--- config.mk ---
export PLATFORM = sky130hd
export DESIGN_NAME = dcache_ctrl
export DESIGN_NICKNAME = d
export VERILOG_FILES = /design/src/rtl/cache_def_pkg.sv /design/src/rtl/dcache_word_merge.sv /design/src/rtl/dcache_ctrl.sv
export SDC_FILE = /design/constraint.sdc
export NUM_CORES = 1
export LEC_CHECK = 0
export BUFFER_PORTS_ARGS = -buffer_cell sky130_fd_sc_hd__buf_2
export CORE_AREA = 2 2 279 281
export CTS_CLUSTER_DIAMETER = 100
export DETAILED_ROUTE_END_ITERATION = 6
export DIE_AREA = 0 0 281 283
export HOLD_SLACK_MARGIN = 0.06
export PLACE_DENSITY = 0.3
export SYNTH_ARGS = -nofsm -noshare
export SYNTH_HDL_FRONTEND = slang
export SYNTH_SLANG_ARGS = --single-unit
--- constraint.sdc ---
create_clock -name clock -period 3.5 [get_ports clock]
set_clock_uncertainty 0.15 [all_clocks]
set_input_delay 0.525 -clock clock [delete_from_list [all_inputs] [get_ports clock]]
set_output_delay 0.525 -clock clock [all_outputs]
set_load 0.005 [all_outputs]
--- src/rtl/cache_def_pkg.sv ---
// Shared types and address-field widths for the data cache controller.
package cache_def_pkg;
   localparam int INDEX_BITS  = 2;
   localparam int OFFSET_BITS = 4;
   localparam int ADDR_BITS   = 32;
   localparam int TAG_BITS    = ADDR_BITS - INDEX_BITS - OFFSET_BITS;
   localparam int LINE_BITS   = 128;
   localparam int WORD_BITS   = 32;

   typedef struct packed {
      logic [INDEX_BITS-1:0] index;
      logic                  we;
   } cache_req_type;

   typedef struct packed {
      logic                valid;
      logic                dirty;
      logic [TAG_BITS-1:0] tag;
   } cache_tag_type;

   typedef logic [LINE_BITS-1:0] cache_data_type;

   typedef enum logic [1:0] {IDLE, COMPARE_TAG, WRITE_BACK, ALLOCATE} cache_state_t;
endpackage

--- src/rtl/dcache_word_merge.sv ---
// Extracts one 32-bit word from a 128-bit line, and builds the line with that word replaced.
module dcache_word_merge
   import cache_def_pkg::*;
(
   input  cache_data_type         line_i,
   input  logic [1:0]             sel_i,
   input  logic [WORD_BITS-1:0]   word_i,
   output logic [WORD_BITS-1:0]   word_o,
   output cache_data_type         line_o
);
   always_comb begin
      line_o = line_i;
      line_o[{sel_i, 5'b0} +: WORD_BITS] = word_i;
      word_o = line_i[{sel_i, 5'b0} +: WORD_BITS];
   end
endmodule

--- src/rtl/dcache_ctrl.sv ---
// Direct-mapped write-back/write-allocate data cache controller.
// Optional hit/miss/writeback counters under DCACHE_STATS_EN.
module dcache_ctrl
   import cache_def_pkg::*;
(
   input  logic                   clock,
   input  logic                   reset_n,
   input  logic                   cpu_req_valid,
   input  logic                   cpu_req_rw,
   input  logic [ADDR_BITS-1:0]   cpu_req_addr,
   input  logic [WORD_BITS-1:0]   cpu_req_data,
   output logic [WORD_BITS-1:0]   cpu_res_data,
   output logic                   cpu_res_ready,
   output logic                   mem_req_valid,
   output logic                   mem_req_rw,
   output logic [ADDR_BITS-1:0]   mem_req_addr,
   output cache_data_type         mem_req_data,
   input  logic                   mem_data_ready,
   input  cache_data_type         mem_data,
   output cache_req_type          data_req,
   output cache_data_type         data_write,
   input  cache_data_type         data_read,
   output cache_req_type          tag_req,
   output cache_tag_type          tag_write,
   input  cache_tag_type          tag_read
`ifdef DCACHE_STATS_EN
   ,
   output logic [31:0]            stat_hits,
   output logic [31:0]            stat_misses,
   output logic [31:0]            stat_writebacks
`endif
);
   cache_state_t           state_q, state_d;
   logic                   rw_q;
   logic [ADDR_BITS-1:0]   addr_q;
   logic [WORD_BITS-1:0]   wdata_q;

   logic [INDEX_BITS-1:0]  req_idx;
   logic [TAG_BITS-1:0]    req_tag;
   logic                   hit;
   logic [WORD_BITS-1:0]   rd_word;
   cache_data_type         merged_line;

   assign req_idx = addr_q[OFFSET_BITS +: INDEX_BITS];
   assign req_tag = addr_q[ADDR_BITS-1 -: TAG_BITS];
   assign hit     = tag_read.valid && (tag_read.tag == req_tag);

   dcache_word_merge u_merge (
      .line_i (data_read),
      .sel_i  (addr_q[3:2]),
      .word_i (wdata_q),
      .word_o (rd_word),
      .line_o (merged_line)
   );

   always_ff @(posedge clock) begin
      if (!reset_n) begin
         state_q <= IDLE;
         rw_q    <= 1'b0;
         addr_q  <= '0;
         wdata_q <= '0;
      end else begin
         state_q <= state_d;
         if (state_q == IDLE && cpu_req_valid) begin
            rw_q    <= cpu_req_rw;
            addr_q  <= cpu_req_addr;
            wdata_q <= cpu_req_data;
         end
      end
   end

   always_comb begin
      state_d       = state_q;
      cpu_res_data  = '0;
      cpu_res_ready = 1'b0;
      mem_req_valid = 1'b0;
      mem_req_rw    = 1'b0;
      mem_req_addr  = '0;
      mem_req_data  = '0;
      data_req      = '0;
      data_write    = '0;
      tag_req       = '0;
      tag_write     = '0;
      // Arrays are only addressed while a request is in flight; IDLE keeps every output at zero.
      if (state_q != IDLE) begin
         data_req.index = req_idx;
         tag_req.index  = req_idx;
      end
      case (state_q)
         IDLE: if (cpu_req_valid) state_d = COMPARE_TAG;
         COMPARE_TAG: begin
            if (hit) begin
               cpu_res_ready = 1'b1;
               if (rw_q) begin
                  data_write  = merged_line;
                  data_req.we = 1'b1;
                  tag_write   = '{valid: 1'b1, dirty: 1'b1, tag: req_tag};
                  tag_req.we  = 1'b1;
               end else begin
                  cpu_res_data = rd_word;
               end
               state_d = IDLE;
            end else if (tag_read.valid && tag_read.dirty) begin
               state_d = WRITE_BACK;
            end else begin
               state_d = ALLOCATE;
            end
         end
         WRITE_BACK: begin
            mem_req_valid = 1'b1;
            mem_req_rw    = 1'b1;
            mem_req_addr  = {tag_read.tag, req_idx, {OFFSET_BITS{1'b0}}};
            mem_req_data  = data_read;
            if (mem_data_ready) state_d = ALLOCATE;
         end
         ALLOCATE: begin
            mem_req_valid = 1'b1;
            mem_req_addr  = {req_tag, req_idx, {OFFSET_BITS{1'b0}}};
            if (mem_data_ready) begin
               data_write  = mem_data;
               data_req.we = 1'b1;
               tag_write   = '{valid: 1'b1, dirty: 1'b0, tag: req_tag};
               tag_req.we  = 1'b1;
               state_d     = COMPARE_TAG;
            end
         end
         default: state_d = IDLE;
      endcase
   end

`ifdef DCACHE_STATS_EN
   logic [31:0] hits_q, misses_q, wbs_q;
   logic        retry_q;

   // retry_q marks the COMPARE that follows a fill so its guaranteed hit is not counted.
   always_ff @(posedge clock) begin
      if (!reset_n) begin
         hits_q   <= '0;
         misses_q <= '0;
         wbs_q    <= '0;
         retry_q  <= 1'b0;
      end else begin
         if (state_q == COMPARE_TAG && hit && !retry_q) hits_q <= hits_q + 32'd1;
         if (state_q == COMPARE_TAG && !hit)            misses_q <= misses_q + 32'd1;
         if (state_q == WRITE_BACK && mem_data_ready)   wbs_q <= wbs_q + 32'd1;
         if (state_q == ALLOCATE && mem_data_ready)     retry_q <= 1'b1;
         else if (state_q == IDLE)                      retry_q <= 1'b0;
      end
   end

   assign stat_hits       = hits_q;
   assign stat_misses     = misses_q;
   assign stat_writebacks = wbs_q;
`endif
endmodule

Word-level counts from Yosys, hierarchy flattened
Cells that the tools add are included.
{"block": "word_totals", "wordCells": 51, "input_bits": 353, "out_inout_bits": 357, "reg_bits": 67}
{"block": "classes", "reduce_logical": 7, "muxes": 29, "shifts": 3, "n_addsub": 1, "eq_ne": 7}
{"operator": "128-bit two-way mux", "count": 4}
{"operator": "128-bit case mux with 2 select lines", "count": 1}
{"operator": "128-bit bitwise mux", "count": 1}
{"operator": "32-bit by 9-bit variable shift with 128-bit output, first input constant", "count": 1}
{"operator": "128-bit by 8-bit indexed part select with 32-bit output", "count": 1}
{"operator": "32-bit by 9-bit indexed part select with 128-bit output", "count": 1}
{"operator": "32-bit two-way mux", "count": 3}
{"operator": "28-bit two-way mux", "count": 3}
{"operator": "32-bit case mux with 2 select lines", "count": 1}
{"operator": "28-bit case mux with 2 select lines", "count": 1}
{"operator": "26-bit equality test", "count": 1}
{"operator": "2-bit two-way mux", "count": 5}
{"operator": "7-bit negation with 9-bit output", "count": 1}
{"operator": "1-bit two-way mux", "count": 8}
{"operator": "2-bit case mux with 4 select lines", "count": 1}
{"operator": "2-bit != test, second input constant", "count": 3}
{"operator": "2-bit equality test, second input constant", "count": 2}
{"operator": "1-bit logical AND", "count": 3}
{"operator": "3-bit AND reduction", "count": 1}
{"operator": "2-bit by 1-bit equality test with 1-bit output, second input constant", "count": 1}
{"operator": "2-bit zero test", "count": 1}
{"operator": "1-bit case mux with 2 select lines", "count": 1}
{"operator": "2-bit nonzero test", "count": 1}
{"operator": "2-bit OR reduction", "count": 1}

Longest topological paths before layout
{"block": "depth", "word_depth": 6, "ltp_mapped": 11, "ltp_nobuf": 7}

By module
Synthesis repeated with hierarchy kept, for this count alone.
{"block": "unflattened", "hier_cells": 1175, "hier_area_um2": 8593.2}
{"mod": "dcache_ctrl", "instances": 1, "area_each_um2": 5765.5, "cells_per_inst": 762, "seq_area_each_um2": 1301.2}
{"mod": "dcache_word_merge", "instances": 1, "area_each_um2": 2827.7, "cells_per_inst": 413, "seq_area_each_um2": 0.0}

Least setup slack after synthesis
Ideal clock, no wire load.
{"block": "synth_timing", "kind": "register -> output", "startpoint": "reg addr_q[3]", "endpoint": "out data_write[2]", "arrival_ns": 2.341, "stages_incl_launch_ff": 10, "n_path_buf": 4, "required_ns": 2.825, "setup_slack_ns": 0.484, "path_cell_list": "dfxtp_1 clkbuf_1 clkbuf_1 inv_1 ha_1 nor4bb_1 clkbuf_1 clkbuf_1 a21oi_1 o21ai_0"}
{"block": "synth_between", "elab_chain_len": 6, "elab_cells_between_ends": 7, "cone_classes": "add/sub: 1; shift: 2; mux: 4"}
{"element": "from (decl)", "line": "dcache_ctrl.sv:35", "source": "logic [ADDR_BITS-1:0] addr_q;"}
{"element": "from (signal assigned)", "line": "dcache_ctrl.sv:66", "source": "addr_q <= cpu_req_addr;"}
{"element": "7-bit negation with 9-bit output *", "line": "dcache_word_merge.sv:13", "source": "line_o[{sel_i, 5'b0} +: WORD_BITS] = word_i;"}
{"element": "32-bit by 9-bit indexed part select with 128-bit output / 32-bit by 9-bit variable shift with 128-bit output (equally long branches)", "line": "dcache_word_merge.sv:13"}
{"element": "128-bit bitwise mux *", "line": "dcache_word_merge.sv:13"}
{"element": "128-bit two-way mux *", "line": "dcache_ctrl.sv:94", "source": "if (rw_q) begin"}
{"element": "128-bit two-way mux *", "line": "dcache_ctrl.sv:92", "source": "if (hit) begin"}
{"element": "128-bit case mux with 2 select lines *", "line": "dcache_ctrl.sv:89", "source": "case (state_q)"}
{"element": "to (decl)", "line": "dcache_ctrl.sv:21", "source": "output cache_data_type data_write,"}
Every way passes the cells marked *; elsewhere a longest branch is shown, timed or not.

Final worst setup path
{"block": "layout_timing", "startpoint": "reg addr_q[27]", "endpoint": "out data_write[11]"}
{"block": "layout_between", "elab_chain_len": 4}
{"element": "26-bit equality test", "line": "dcache_ctrl.sv:46", "source": "assign hit = tag_read.valid && (tag_read.tag == req_tag);"}
{"element": "1-bit logical AND", "line": "dcache_ctrl.sv:46"}
{"element": "128-bit two-way mux", "line": "dcache_ctrl.sv:92"}
{"element": "128-bit case mux with 2 select lines", "line": "dcache_ctrl.sv:89"}
Every way passes these cells.

==> impl_results.rst <==
.. list-table::
   :header-rows: 1

   * - Metric
     - Value
   * - Remaining number of nets flagged by the antenna check after routing
     - 0
   * - # Post-CTS Setup Buffers
     - 0
   * - Mapped Avg Cell Area
     - 6.62 sq um
   * - Wire per inst
     - 20.9 um
   * - I/O pin count
     - just over 700
   * - RSZ-0062 raised after global routing
     - no
   * - Initial antenna violation count
     - 11
   * - DRT Wirelength
     - 61100 um
   * - DRC violation count after routing
     - 0
   * - Ordered list of cells on the worst path
     - xnor2_1 > nand4_1 > nor4_2 > buf_4 > nand3_4 > buf_12 > o21ai_1 > buf_2
   * - Core Footprint
     - 76700 sq um
   * - Horizontal die dimension
     - 281 um
   * - WP buf/inv
     - 3
   * - Buffer type at the clock tree root
     - clkbuf_16
   * - Shortest clock period the worst path allows after layout
     - 3.28 ns
   * - Cell type group with the largest total delay on the critical path
     - simple AND/OR/NAND/NOR gates
   * - Number of buffer cells added on primary ports
     - 703
   * - Most used flip-flop cell after synthesis
     - dfxtp_1
   * - CTS-repair resized insts
     - 0
   * - Fraction of final layout cells with drive strength greater than 1
     - about 44%
   * - Detailed Route Iter0 Violations
     - 468
   * - YS warnings
     - 0
   * - Post-Synth Adder-Cell Area
     - 1.39%
   * - Share of the synthesized netlist area taken by xor and xnor gates
     - under 10%
   * - Rel. slew slack
     - between 50% and 60%
   * - Cell row count
     - 102
   * - Total of endpoints with negative setup slack in the final report
     - 0
   * - All-layer global routing usage
     - 14.7%
   * - Synth Area in Compound Gates
     - 25.9%
   * - Post-layout utilization of the core
     - 17.3%
   * - Launching instance or port of the critical path
     - addr_q[27]
   * - Fraction of post-synthesis cell area in the top cell type by area
     - approximately 16%
   * - Share of synthesized cell area in and, or, nand and nor gates
     - 37.1%
   * - Post-route clock period utilization
     - between 90% and 100%
   * - Maximum operating frequency
     - around 0.3 GHz
   * - Area of the die
     - 79500 sq um
   * - Cts bufs inserted
     - 9
   * - Routability congestion estimate
     - 0.855
   * - Critical Path AT
     - about 2.6 ns
   * - Portion of the post-synthesis area used by sequential elements
     - 16.1%
   * - Sum of negative setup slack
     - 0 ns
   * - Post-CTS Hold Fix Bufs
     - 0
   * - Type of the tightest min-delay check
     - in -> reg
   * - Crit Reg-Reg Startpoint
     - state_q[1]
   * - First-pass GRT wire length
     - 84400 um
   * - Average via count per standard cell
     - 3.92
   * - Static Leak
     - 6.29 nW
   * - Synthesized area
     - 8070 sq um
   * - Count of distinct cell types in the synthesized netlist
     - 36
   * - Number of hold-slack violations in the final timing report
     - 0
   * - Cell at the slowest stage of the critical path
     - xnor2_1
   * - Path type of the worst setup path
     - reg -> out
   * - CTS HTree Levels
     - 3
   * - Count of flip-flops with a built-in enable after synthesis
     - 0
   * - TritonCTS clock tree
     - done
   * - Area grow syn2layout
     - 64.2%
   * - Max-slew violation total from the final report
     - 0
   * - Via count of the first global-routing pass
     - 11549
   * - Die Y-Extent
     - 283 um
   * - Leading cell type by number of instances after synthesis
     - nand2_1
   * - Multiplexer share of the synthesized area
     - ~8.9%
   * - Clock Tree Buf Depth
     - 2
   * - Critical-path maximum fanout
     - 63
   * - Flops & latches, synth
     - 65
   * - Min-delay src
     - cpu_req_addr[14]
   * - Cell type with the highest aggregate area in the netlist
     - dfxtp_1
   * - CP endpoint kind
     - output pin
   * - Commonest cells in the netlist
     - nand2_1, a21oi_1, nor2b_1, and2_1, o21ai_1
   * - Pin count of the biggest net entering global routing
     - 82
   * - Clock-pin slew on the worst setup and hold paths
     - 0.08 ns
   * - Worst-margin pin slew
     - 0.703 ns
   * - Clk sink count
     - 65
   * - Number of vias after detailed routing
     - 11440
   * - Required arrival time at the worst endpoint
     - 2.82 ns
   * - Sum of net half-perimeters after detailed placement
     - 49000 um
   * - Total power density per cell area
     - about 360 nW/um^2
   * - Gate count after technology mapping
     - between 1000 and 1500
   * - Peak supply drop
     - 0.229 mV
   * - Run status
     - finished clean
   * - Number of nets in the layout
     - 2237
   * - Clock insertion delay at the later pin of the skew report
     - between 0.3 and 0.4 ns
   * - Post-synth ARST share
     - 0%
   * - Initial cell density of the core
     - 10.5%
   * - Initial DRT Pass Iterations
     - 4
   * - Cell types occupying the most area after synthesis
     - dfxtp_1, nor2b_1, nand2_1
   * - Crit-path max cell delay
     - ~0.34 ns
   * - Crit path launch type
     - flip-flop
   * - GR Overflow Total
     - 0
   * - Combinational family with the most area after synthesis
     - simple AND/OR/NAND/NOR gates
   * - Count of max-cap constraint violations
     - 0
## placed cells by master, fill, tap and decap left out, drive strengths merged, types with 2 or more instances in the layout
cell type | synthesis | layout
a21boi | 26 | 26
a21oi | 192 | 192
a22o | 26 | 26
and2 | 133 | 133
buf | 30 | 760
clkbuf | 88 | 9
conb | 1 | 4
dfxtp | 65 | 65
diode | 0 | 2
ha | 9 | 9
inv | 9 | 14
mux4 | 32 | 32
nand2 | 264 | 264
nand3 | 3 | 3
nand4 | 6 | 6
nor2 | 4 | 4
nor2b | 164 | 164
nor3 | 2 | 2
nor4 | 2 | 2
o21ai | 129 | 129
xnor2 | 26 | 26
## flip-flops by register name, indices dropped and copies added (netlist names)
register and flops:
addr_q 30, rw_q 1, state_q 2, wdata_q 32
## worst register-to-register path: stages, from the launching register on
cell and delay, ns:
dfxtp_1 0.50, ha_1 0.23, buf_4 0.37, nor2_1 0.12
o22ai_1 0.35, nand2_1 0.15, o311ai_0 0.12, o21ai_0 0.12
## per-layer routing
metal / share of wire (%) / wire length, um / track usage [%] / vias up
met1: 42 / 25600 / 17.7 / 5446
met2: 49 / 29900 / 25.9 / 511
li1: - / - / - / 5407
met4: 2.6 / 1570 / 4.44 / 6
met3: 6.6 / 4010 / 3.05 / 70
met5: 0.052 / 32 / 0 / -
## cell families (layout without fill, tap and decap cells)
logic type,count (synthesis),count (layout)
other cells,1,6
flops,65,65
fa+ha+maj,9,9
compound gates,376,376
xor+xnor,26,26
mux,32,32
simple gates,583,583
buf+inv,127,785
## power breakdown
group / internal [mW] / switching (mW)
logic: 1.04 / 1.52
registers: 0.874 / 0.208
clock network: 0.570 / 0.503
total: 2.49 / 2.23
## cell type report
| cell class | instances | area (sq um) |
|---|---|---|
| well taps | 1040 | 1300 |
| fillers | 8985 | 63400 |
| multi-input cells | 1030 | 6240 |
| diodes | 2 | 5.00 |
| flip-flops and latches | 65 | 1310 |
| repair buffers | 760 | 4060 |
| clock buffers | 9 | 225 |
| inverters | 9 | 35.0 |
| clock inverters | 7 | 82.6 |
## path summary, 6_finish.rpt
kind	to	depth (start not counted)	slack (ns)
max	data_write[11]	8	0.22
min	addr_q[14]	3	0.23
max reg2reg	state_q[0]	7	1.26
min reg2reg	addr_q[5]	2	0.32
## stage by stage
stage | area [sq um] | total power, mW | hold WS, ns | cells | setup slack, ns
after floorplan | 8090 | 2.34 | 0.290 | 1222 | 0.484
after global placement | 12900 | 3.72 | 0.310 | 2904 | 0.318
after detailed placement | 12900 | 3.72 | 0.313 | 2904 | 0.269
after CTS | 13200 | 4.88 | 0.184 | 2920 | 0.147
after global routing | 13300 | 5.09 | 0.206 | 2922 | 0.000842
final | 13300 | 4.71 | 0.229 | 2922 | 0.215
Power figures use the tool's default switching activity.
